`config.mk`:
```
export PLATFORM = sky130hd
export DESIGN_NAME = psubsb_seq
export DESIGN_NICKNAME = d
export VERILOG_FILES = /design/src/rtl/psub_pkg.sv /design/src/rtl/psub_lane.sv /design/src/rtl/psubsb_seq.sv
export SDC_FILE = /design/constraint.sdc
export NUM_CORES = 1
export LEC_CHECK = 0
export BUFFER_PORTS_ARGS = -buffer_cell sky130_fd_sc_hd__buf_2
export CAP_MARGIN = 20
export CORE_AREA = 4 4 92 94
export CTS_CLUSTER_DIAMETER = 40
export CTS_CLUSTER_SIZE = 20
export DETAILED_ROUTE_END_ITERATION = 8
export DIE_AREA = 0 0 96 98
export MAX_ROUTING_LAYER = met4
export PLACE_DENSITY = 0.57
export SYNTH_ARGS = -nofsm -noshare
export SYNTH_HDL_FRONTEND = slang
export SYNTH_SLANG_ARGS = --single-unit
```
`constraint.sdc`:
```
create_clock -name clk -period 8.8 [get_ports clk]
set_input_delay 1.76 -clock clk [delete_from_list [all_inputs] [get_ports clk]]
set_output_delay 1.76 -clock clk [all_outputs]
set_load 0.05 [all_outputs]
```
`src/rtl/psub_pkg.sv`:
```
// psub_pkg
//   Shared constants and types for the sequential packed saturating subtractor.
//   LANES / LANE_W set the packed geometry, SAT_POS / SAT_NEG are the clamp
//   values for a two's complement lane, and state_e names the controller states.
package psub_pkg;

  localparam int LANES  = 4;
  localparam int LANE_W = 4;
  localparam int DATA_W = LANES * LANE_W;
  localparam int CNT_W  = $clog2(LANES);

  localparam logic [CNT_W-1:0]  LAST_CNT = CNT_W'(LANES - 1);
  localparam logic [LANE_W-1:0] SAT_POS  = {1'b0, {(LANE_W-1){1'b1}}};
  localparam logic [LANE_W-1:0] SAT_NEG  = {1'b1, {(LANE_W-1){1'b0}}};

  typedef enum logic [1:0] {
    IDLE = 2'd0,
    BUSY = 2'd1,
    DONE = 2'd2
  } state_e;

endpackage : psub_pkg

```
`src/rtl/psub_lane.sv`:
```
// psub_lane
//   Combinational single-lane saturating subtract r = sat(a - b).
//   Ports:
//     a   in  LANE_W  minuend lane (two's complement)
//     b   in  LANE_W  subtrahend lane (two's complement)
//     r   out LANE_W  saturated difference
//     ovf out 1       signed overflow occurred (r was clamped)
module psub_lane
  import psub_pkg::*;
(
  input  logic [LANE_W-1:0] a,
  input  logic [LANE_W-1:0] b,
  output logic [LANE_W-1:0] r,
  output logic              ovf
);

  localparam int MSB = LANE_W - 1;
  localparam logic [LANE_W-1:0] ONE = LANE_W'(1);

  logic [LANE_W-1:0] diff;

  assign diff = a + ~b + ONE;

  // Overflow is only possible when the operand signs differ; the clamp
  // direction follows the minuend sign, not the carry-out.
  assign ovf = (a[MSB] != b[MSB]) & (diff[MSB] != a[MSB]);
  assign r   = ovf ? (a[MSB] ? SAT_NEG : SAT_POS) : diff;

endmodule : psub_lane

```
`src/rtl/psubsb_seq.sv`:
```
// psubsb_seq
//   Multi-cycle packed saturating subtractor, one lane per clock.
//   An op is accepted in IDLE, lanes are computed in BUSY from latched
//   operands, and the result is presented in DONE until consumed.
//   Ports:
//     clk       in  1       clock, rising edge
//     rst_n     in  1       asynchronous active-low reset
//     flush     in  1       synchronous abort, returns to IDLE
//     in_valid  in  1       operands valid
//     in_ready  out 1       unit idle and can accept
//     A         in  DATA_W  packed minuend
//     B         in  DATA_W  packed subtrahend
//     out_valid out 1       S/v valid
//     out_ready in  1       consumer accepts S/v
//     S         out DATA_W  packed saturated difference
//     v         out LANES   per-lane overflow flags
module psubsb_seq
  import psub_pkg::*;
(
  input  logic              clk,
  input  logic              rst_n,
  input  logic              flush,
  input  logic              in_valid,
  output logic              in_ready,
  input  logic [DATA_W-1:0] A,
  input  logic [DATA_W-1:0] B,
  output logic              out_valid,
  input  logic              out_ready,
  output logic [DATA_W-1:0] S,
  output logic [LANES-1:0]  v
);

  state_e             state_q, state_d;
  logic [CNT_W-1:0]   cnt_q, cnt_d;
  logic [DATA_W-1:0]  a_q, a_d;
  logic [DATA_W-1:0]  b_q, b_d;
  logic [DATA_W-1:0]  s_q, s_d;
  logic [LANES-1:0]   v_q, v_d;

  logic [LANE_W-1:0]  lane_a, lane_b, lane_r;
  logic               lane_ovf;

  // Select the lane addressed by cnt from the latched operands.
  always_comb begin
    lane_a = '0;
    lane_b = '0;
    for (int i = 0; i < LANES; i++) begin
      if (cnt_q == CNT_W'(i)) begin
        lane_a = a_q[i*LANE_W +: LANE_W];
        lane_b = b_q[i*LANE_W +: LANE_W];
      end
    end
  end

  psub_lane u_lane (
    .a   (lane_a),
    .b   (lane_b),
    .r   (lane_r),
    .ovf (lane_ovf)
  );

  always_comb begin
    state_d = state_q;
    cnt_d   = cnt_q;
    a_d     = a_q;
    b_d     = b_q;
    s_d     = s_q;
    v_d     = v_q;

    case (state_q)
      IDLE: begin
        if (in_valid) begin
          a_d     = A;
          b_d     = B;
          s_d     = '0;
          v_d     = '0;
          cnt_d   = '0;
          state_d = BUSY;
        end
      end
      BUSY: begin
        for (int i = 0; i < LANES; i++) begin
          if (cnt_q == CNT_W'(i)) begin
            s_d[i*LANE_W +: LANE_W] = lane_r;
            v_d[i]                  = lane_ovf;
          end
        end
        // cnt parks at the last lane through DONE and is cleared on the way back to IDLE.
        if (cnt_q == LAST_CNT) begin
          state_d = DONE;
        end else begin
          cnt_d = cnt_q + CNT_W'(1);
        end
      end
      DONE: begin
        if (out_ready) begin
          state_d = IDLE;
          cnt_d   = '0;
        end
      end
      default: begin
        state_d = IDLE;
        cnt_d   = '0;
      end
    endcase

    // flush overrides everything: no accept, no lane write, back to IDLE.
    if (flush) begin
      state_d = IDLE;
      cnt_d   = '0;
      a_d     = a_q;
      b_d     = b_q;
      s_d     = s_q;
      v_d     = v_q;
    end
  end

  always_ff @(posedge clk or negedge rst_n) begin
    if (!rst_n) begin
      state_q <= IDLE;
      cnt_q   <= '0;
      a_q     <= '0;
      b_q     <= '0;
      s_q     <= '0;
      v_q     <= '0;
    end else begin
      state_q <= state_d;
      cnt_q   <= cnt_d;
      a_q     <= a_d;
      b_q     <= b_d;
      s_q     <= s_d;
      v_q     <= v_d;
    end
  end

  assign in_ready  = (state_q == IDLE);
  assign out_valid = (state_q == DONE);
  assign S         = s_q;
  assign v         = v_q;

endmodule : psubsb_seq

```
* Word level (Yosys, flattened, before mapping)
Cells that the tools add are included.
Word-level totals: register bits after elaboration 56, bits in latches 0, memory bits (writable) 0, ROM bits 0, bits of input ports 37, output and inout bits 22, word-level logic and storage cells 75, memories 0
Operators by class: add/sub/neg operators 3, multipliers 0, div/mod/pow operators 0, magnitude comparators 0, equal/unequal tests 16, shift-type cells 0, multiplexer cells 31, bitwise gates (word level) 3, reductions and logical operators 10
Operators by type and width (number):
- two-way mux 4 bit | 15
- one-hot mux 16 bit (2 select lines) | 1
- two-way mux 16 bit | 1
- AND reduction 4 bit | 4
- two-way mux 2 bit | 7
- one-hot mux 2 bit (3 select lines) | 2
- != test 2 bit (second input constant) | 5
- != test 3 bit (second input constant) | 3
- AND reduction 3 bit | 3
- one-hot mux 4 bit (2 select lines) | 1
- equality test 2 bit (second input constant) | 3
- adder 4 x 1 -> 4 bit (second input constant) | 1
- adder 4 bit | 1
- equality test 2 x 1 -> 1 bit (second input constant) | 2
- zero test 2 bit | 2
- two-way mux 1 bit | 4
- inverter 4 bit | 1
- != test 3 x 2 -> 1 bit (second input constant) | 1
- adder 2 x 1 -> 2 bit (second input constant) | 1
- != test 1 bit | 2
- nonzero test 2 bit | 1
- AND 1 bit | 1
- inverter 1 bit | 1

* Logic depth before layout (Yosys ltp)
depth after elaboration 13, depth in mapped cells 16, gate-level depth less buffers 14

* Modules after synthesis
From an unflattened synthesis, not the netlist that was laid out.
Unflattened totals: cells, all modules 238, area, all modules 2773.9 µm²
Modules (own cells, without submodules):
- psubsb_seq | instances 1, cells an instance 213, area an instance 2586.2 µm², sequential area each 1401.3 µm²
- psub_lane | instances 1, cells an instance 25, area an instance 187.7 µm², sequential area each 0.0 µm²

* Worst setup path before layout
Ideal clock, no wire load.
kind reg2reg, start register cnt_q[0], end register v_q[0], in the netlist v[0], setup time 69 ps, data arrival time 3255 ps, required time 8731 ps, slack 5475 ps, stages on the path, launching flop included 14, buffers on the path 1, period minus slack after synthesis 3325 ps, cell sequence dfrtp_1 ha_1 clkbuf_1 nand3b_1 a21oi_1 a21oi_1 o21ai_0 ha_1 a21o_1 a21o_1 fa_1 nand2b_1 or4_1 nand3_1
On the way: word-level cells in the longest chain between the ends 12, elaborated cells on any way between the ends 22, those cells by class add/sub: 2; eq/ne: 6; mux: 10; bitwise: 2; reduce/logical: 2
RTL lines:
- start, declared | RTL line psubsb_seq.sv:34 | logic [CNT_W-1:0] cnt_q, cnt_d;
- start signal, assigned | RTL line psubsb_seq.sv:128 | cnt_q <= cnt_d;
- zero test 2 bit | RTL line psubsb_seq.sv:48, psubsb_seq.sv:83
- two-way mux 4 bit (4 in series) | RTL line psubsb_seq.sv:48 | if (cnt_q == CNT_W'(i)) begin
- inverter 4 bit | RTL line psub_lane.sv:22 | assign diff = a + ~b + ONE;
- adder 4 bit | RTL line psub_lane.sv:22
- adder 4 x 1 -> 4 bit | RTL line psub_lane.sv:22
- != test 1 bit | RTL line psub_lane.sv:26 | assign ovf = (a[MSB] != b[MSB]) & (diff[MSB] != a[MSB]);
- AND 1 bit | RTL line psub_lane.sv:26
- two-way mux 1 bit | RTL line psubsb_seq.sv:83 | if (cnt_q == CNT_W'(i)) begin
- one-hot mux 4 bit (2 select lines) | RTL line psubsb_seq.sv:70 | case (state_q)
- end signal, assigned | RTL line psubsb_seq.sv:132 | v_q <= v_d;
- end, declared | RTL line psubsb_seq.sv:38 | logic [LANES-1:0] v_q, v_d;
Parallel ways exist; a longest one is shown, timed or not. The select of a mux whose other input is x is not followed. A chain may end at the register's enable or synchronous reset.

* Worst setup path in the final report
start register cnt_q[1], end register s_q[9], in the netlist S[9]
On the way: word-level cells in the longest chain between the ends 13, elaborated cells on any way between the ends 24, those cells by class add/sub: 2; eq/ne: 6; mux: 12; bitwise: 2; reduce/logical: 2
RTL lines:
- zero test 2 bit | RTL line psubsb_seq.sv:48
- two-way mux 4 bit (4 in series) | RTL line psubsb_seq.sv:48
- inverter 4 bit | RTL line psub_lane.sv:22
- adder 4 bit | RTL line psub_lane.sv:22
- adder 4 x 1 -> 4 bit | RTL line psub_lane.sv:22
- != test 1 bit | RTL line psub_lane.sv:26
- AND 1 bit | RTL line psub_lane.sv:26
- two-way mux 4 bit | RTL line psub_lane.sv:27 | assign r = ovf ? (a[MSB] ? SAT_NEG : SAT_POS) : diff;
- two-way mux 4 bit | RTL line psubsb_seq.sv:83
- one-hot mux 16 bit (2 select lines) | RTL line psubsb_seq.sv:70
- end signal, assigned | RTL line psubsb_seq.sv:124 | s_q <= '0;
- end signal, assigned | RTL line psubsb_seq.sv:131 | s_q <= s_d;
- end, declared | RTL line psubsb_seq.sv:37 | logic [DATA_W-1:0] s_q, s_d;
Parallel ways exist; a longest one is shown, timed or not. The select of a mux whose other input is x is not followed.

==> impl_metrics.ini <==
[run_status]
status = finished, final reports clean

[place]
dp_hpwl_microns = 4690
portBuffers = 58
gp_congestion = 0.800
place_inst = 419

[finish]
fillers = 722
drive_gt1_share_pct = 31.4
stdcell_count = 427
multi_input_area_sq_um = 1440
syn_to_final_growth_pct = 14.5
nets = 370
ff_latch_area_sq_um = 1400
antenna_cells = 0

[global_routing]
gr-usage-all-layers_pct = 15.2
antenna_found_initial = 0
grt_pass1_wl_microns = 11000
grt_overflow = 0
grt_max_degree = 57
first_global_vias = 2190

[route]
viasPerCell = 5.05
first_pass_iters = 4
drc = 0
drt-total-wl_microns = 6430
postRouteAntennaNets = 0
drt-wirelength-per-cell_microns = 15.1
vias = 2155
drtIter0Drc = 82

[power]
comb_power_share_pct = 45.6
power_density_nw_per_um2 = 276
p_sw_mw = 0.414
intPower_mw = 0.523
pwr-share-clk_pct = 15.3
switching_share_pct = 44.2
leakagePower_nw = 1.50
vdd_ir_drop_max_mv = 0.0749
pwr-share-seq_pct = 39.2

[sta]
fin_crit_sh_pct = 42.9
relSlewSlack_pct = 51.2
setup_violations = 0
rsz0062_at_grt = false
finalCriticalPeriod_ns = 3.78
finalHoldViolCount = 0
tightest_slew_ns = 0.732
clock_skew_ns = 0.00634
slew_violations = 0
fmax_ghz = 0.265
tns_ns = 0

[clocking]
hold_buffers = 0
cts.clk_slew.worst_paths_ns = 0.10
cts_resized = 0
cts_inserted_buffers = 5
htree_levels = 2
clk_path_buf_depth = 2
cts_post_setup_buffers_inserted = 0
root_buffer = clkbuf_8
clock-sinks = 56
clock_latency_ns = 0.31
cts_tree = yes

[logic_synthesis]
syn_area_sq_um = 2960
seq_area_frac_synth_pct = 47.3
ys_types = 42
synth_warnings = 0
synth_nets = 323
netlist_instances = 277
avgSynthCellArea_sq_um = 10.7
ys_ff_latch = 56

[worst_setup_path]
required_ns = 8.98
cp_max_fo = 18
startpoint_type = register
cp.arrival_ns = 3.96
r2r_end = S[9]$_DFFE_PN0P_
cp-end-kind = register
r2r-start = cnt_q[1]$_DFFE_PN0P_
r2r_setup_slack_ns = 5.02
r2r_cells = 13
critical_path_class = reg2reg

[floorplan]
ios = 59
fp-row-count = 32
die_w_microns = 96
start_util_pct = 38.8
core_sq_um = 7650
dieArea_sq_um = 9410
die_y_microns = 98

[min_path]
min_path_type = reg2reg
hold-path-endpoint = a_q[8]$_DFFE_PN0P_
holdPathStages = 1
min-delay-start = a_q[8]$_DFFE_PN0P_

[run]
maxCapViolations = 0
==> synthesized netlist by cell type (all sizes together) <==
library cell	count	area (sq um)
nand2	31	116
nand3b	6	45.0
nand4	4	25.0
and2	3	18.8
a21o	3	22.5
a31oi	2	12.5
buf	12	73.8
a211o	1	8.76
nand2b	5	31.3
a22oi	1	7.51
fa	2	40.0
nor2	9	33.8
o21ai	4	20.0
a22o	3	26.3
o2111ai	4	35.0
ha	7	87.6
mux2i	4	40.0
dfrtp	56	1400
or2	5	31.3
clkbuf	10	40.0
nor3	5	25.0
nand3	4	20.0
a221oi	3	26.3
or4	4	30.0
nor3b	3	27.5
o211ai	20	150
a21oi	12	60.1
xor2	1	8.76
inv	4	15.0
o31ai	1	7.51
mux2	33	372
or3b	1	8.76
nor2b	11	68.8
a211oi	3	27.5
==> logic make-up (layout without fill, tap and decap cells) <==
logic type               count (synthesis)  in the layout  synth area share [%]
AND/OR/NAND/NOR                         91             91                  16.3
AO/OA/AOI/OAI                           57             57                  13.6
flip-flops                              56             56                  47.3
multiplexers                            37             37                  13.9
buffers and inverters                   26             74                  4.35
adder cells (fa/ha/maj)                  9              9                  4.31
XOR/XNOR                                 1              1                 0.296
==> area by class of cell <==
type	count	share of cell area, %
inverter	4	0.442
clock buffer	5	2.03
multi-input combinational	195	42.4
sequential	56	41.3
clock inverter	3	0.627
tap	102	3.76
timing repair buffer	62	9.44
==> worst max-delay path by stage <==
stage / slack, ns / cells after the start / start / to
CTS: 5.04 / 13 / cnt_q[1]$_DFFE_PN0P_ / S[9]$_DFFE_PN0P_
floorplan: 5.48 / 13 / cnt_q[0]$_DFFE_PN0P_ / v[0]$_DFFE_PN0P_
global route: 4.70 / 13 / cnt_q[1]$_DFFE_PN0P_ / S[9]$_DFFE_PN0P_
global placement: 5.13 / 13 / cnt_q[1]$_DFFE_PN0P_ / S[5]$_DFFE_PN0P_
finish: 5.02 / 13 / cnt_q[1]$_DFFE_PN0P_ / S[9]$_DFFE_PN0P_
detailed placement: 5.03 / 13 / cnt_q[1]$_DFFE_PN0P_ / S[9]$_DFFE_PN0P_
==> worst max-delay path, cell delays in order, from the launching register on <==
cell      delay, ns
dfrtp_1        0.42
inv_1          0.09
ha_1           0.51
nor2b_1        0.10
a221oi_1       0.29
nor3_1         0.09
a21oi_1        0.27
ha_1           0.29
a21o_1         0.18
a21o_1         0.18
fa_1           0.51
and2_1         0.19
a31oi_1        0.35
o211ai_1       0.16
==> flip-flops by register name, indices dropped and copies added (netlist names) <==
name and cells:
S 16, a_q 16, b_q 16, v 4, cnt_q 2, state_q 2
==> cell usage in the layout (no fill, tap or decap), types with 2 or more instances in the layout <==
cell type,netlist,layout
nor3b_1,2,2
nand3_1,4,4
a22o_1,3,3
nand2b_1,5,5
or2_0,4,4
mux2_2,29,29
mux2i_1,4,4
and2_1,2,2
nand2_1,31,31
a31oi_1,2,2
inv_1,4,4
a21oi_1,12,12
clkbuf_8,0,5
o2111ai_1,4,4
nor2b_1,11,11
nand3b_1,6,6
a211oi_1,2,2
a21o_1,3,3
a221oi_1,3,3
nor3_1,5,5
or4_1,4,4
buf_2,8,58
fa_1,2,2
o21ai_0,4,4
ha_1,7,7
buf_4,3,4
mux2_1,4,4
nor2_1,9,9
o211ai_1,20,20
dfrtp_1,56,56
nand4_1,4,4
==> per-stage QoR <==
stage	total power [mW]	setup slack (ns)	hold slack [ns]	utilization, %	instance area, sq um
floorplan	0.693	5.48	0.458	-	2960
CTS	0.946	5.04	0.505	44.4	3390
global placement	0.794	5.13	0.471	43.2	3300
detailed placement	0.802	5.03	0.480	43.2	3300
global route	1.01	4.70	0.533	44.4	3390
finish	0.937	5.02	0.498	44.4	3390
==> power by group through the flow <==
stage                     clock [mW]  combinational, mW  sequential [mW]
final                          0.143              0.427            0.367
after global routing           0.161              0.469            0.376
after CTS                      0.149              0.429            0.368
after detailed placement           0              0.429            0.374
after global placement             0              0.423            0.371
after floorplan                    0              0.208            0.485
==> layer usage <==
layer | GRT usage, % | vias to the layer above | part of all wire, %
li1 | - | 1093 | -
met2 | 21.7 | 53 | 45
met5 | - | - | 0
met3 | 3.47 | 5 | 4.4
met4 | 4.05 | 0 | 0.90
met1 | 21.7 | 1004 | 49
Power figures use the tool's default switching activity.
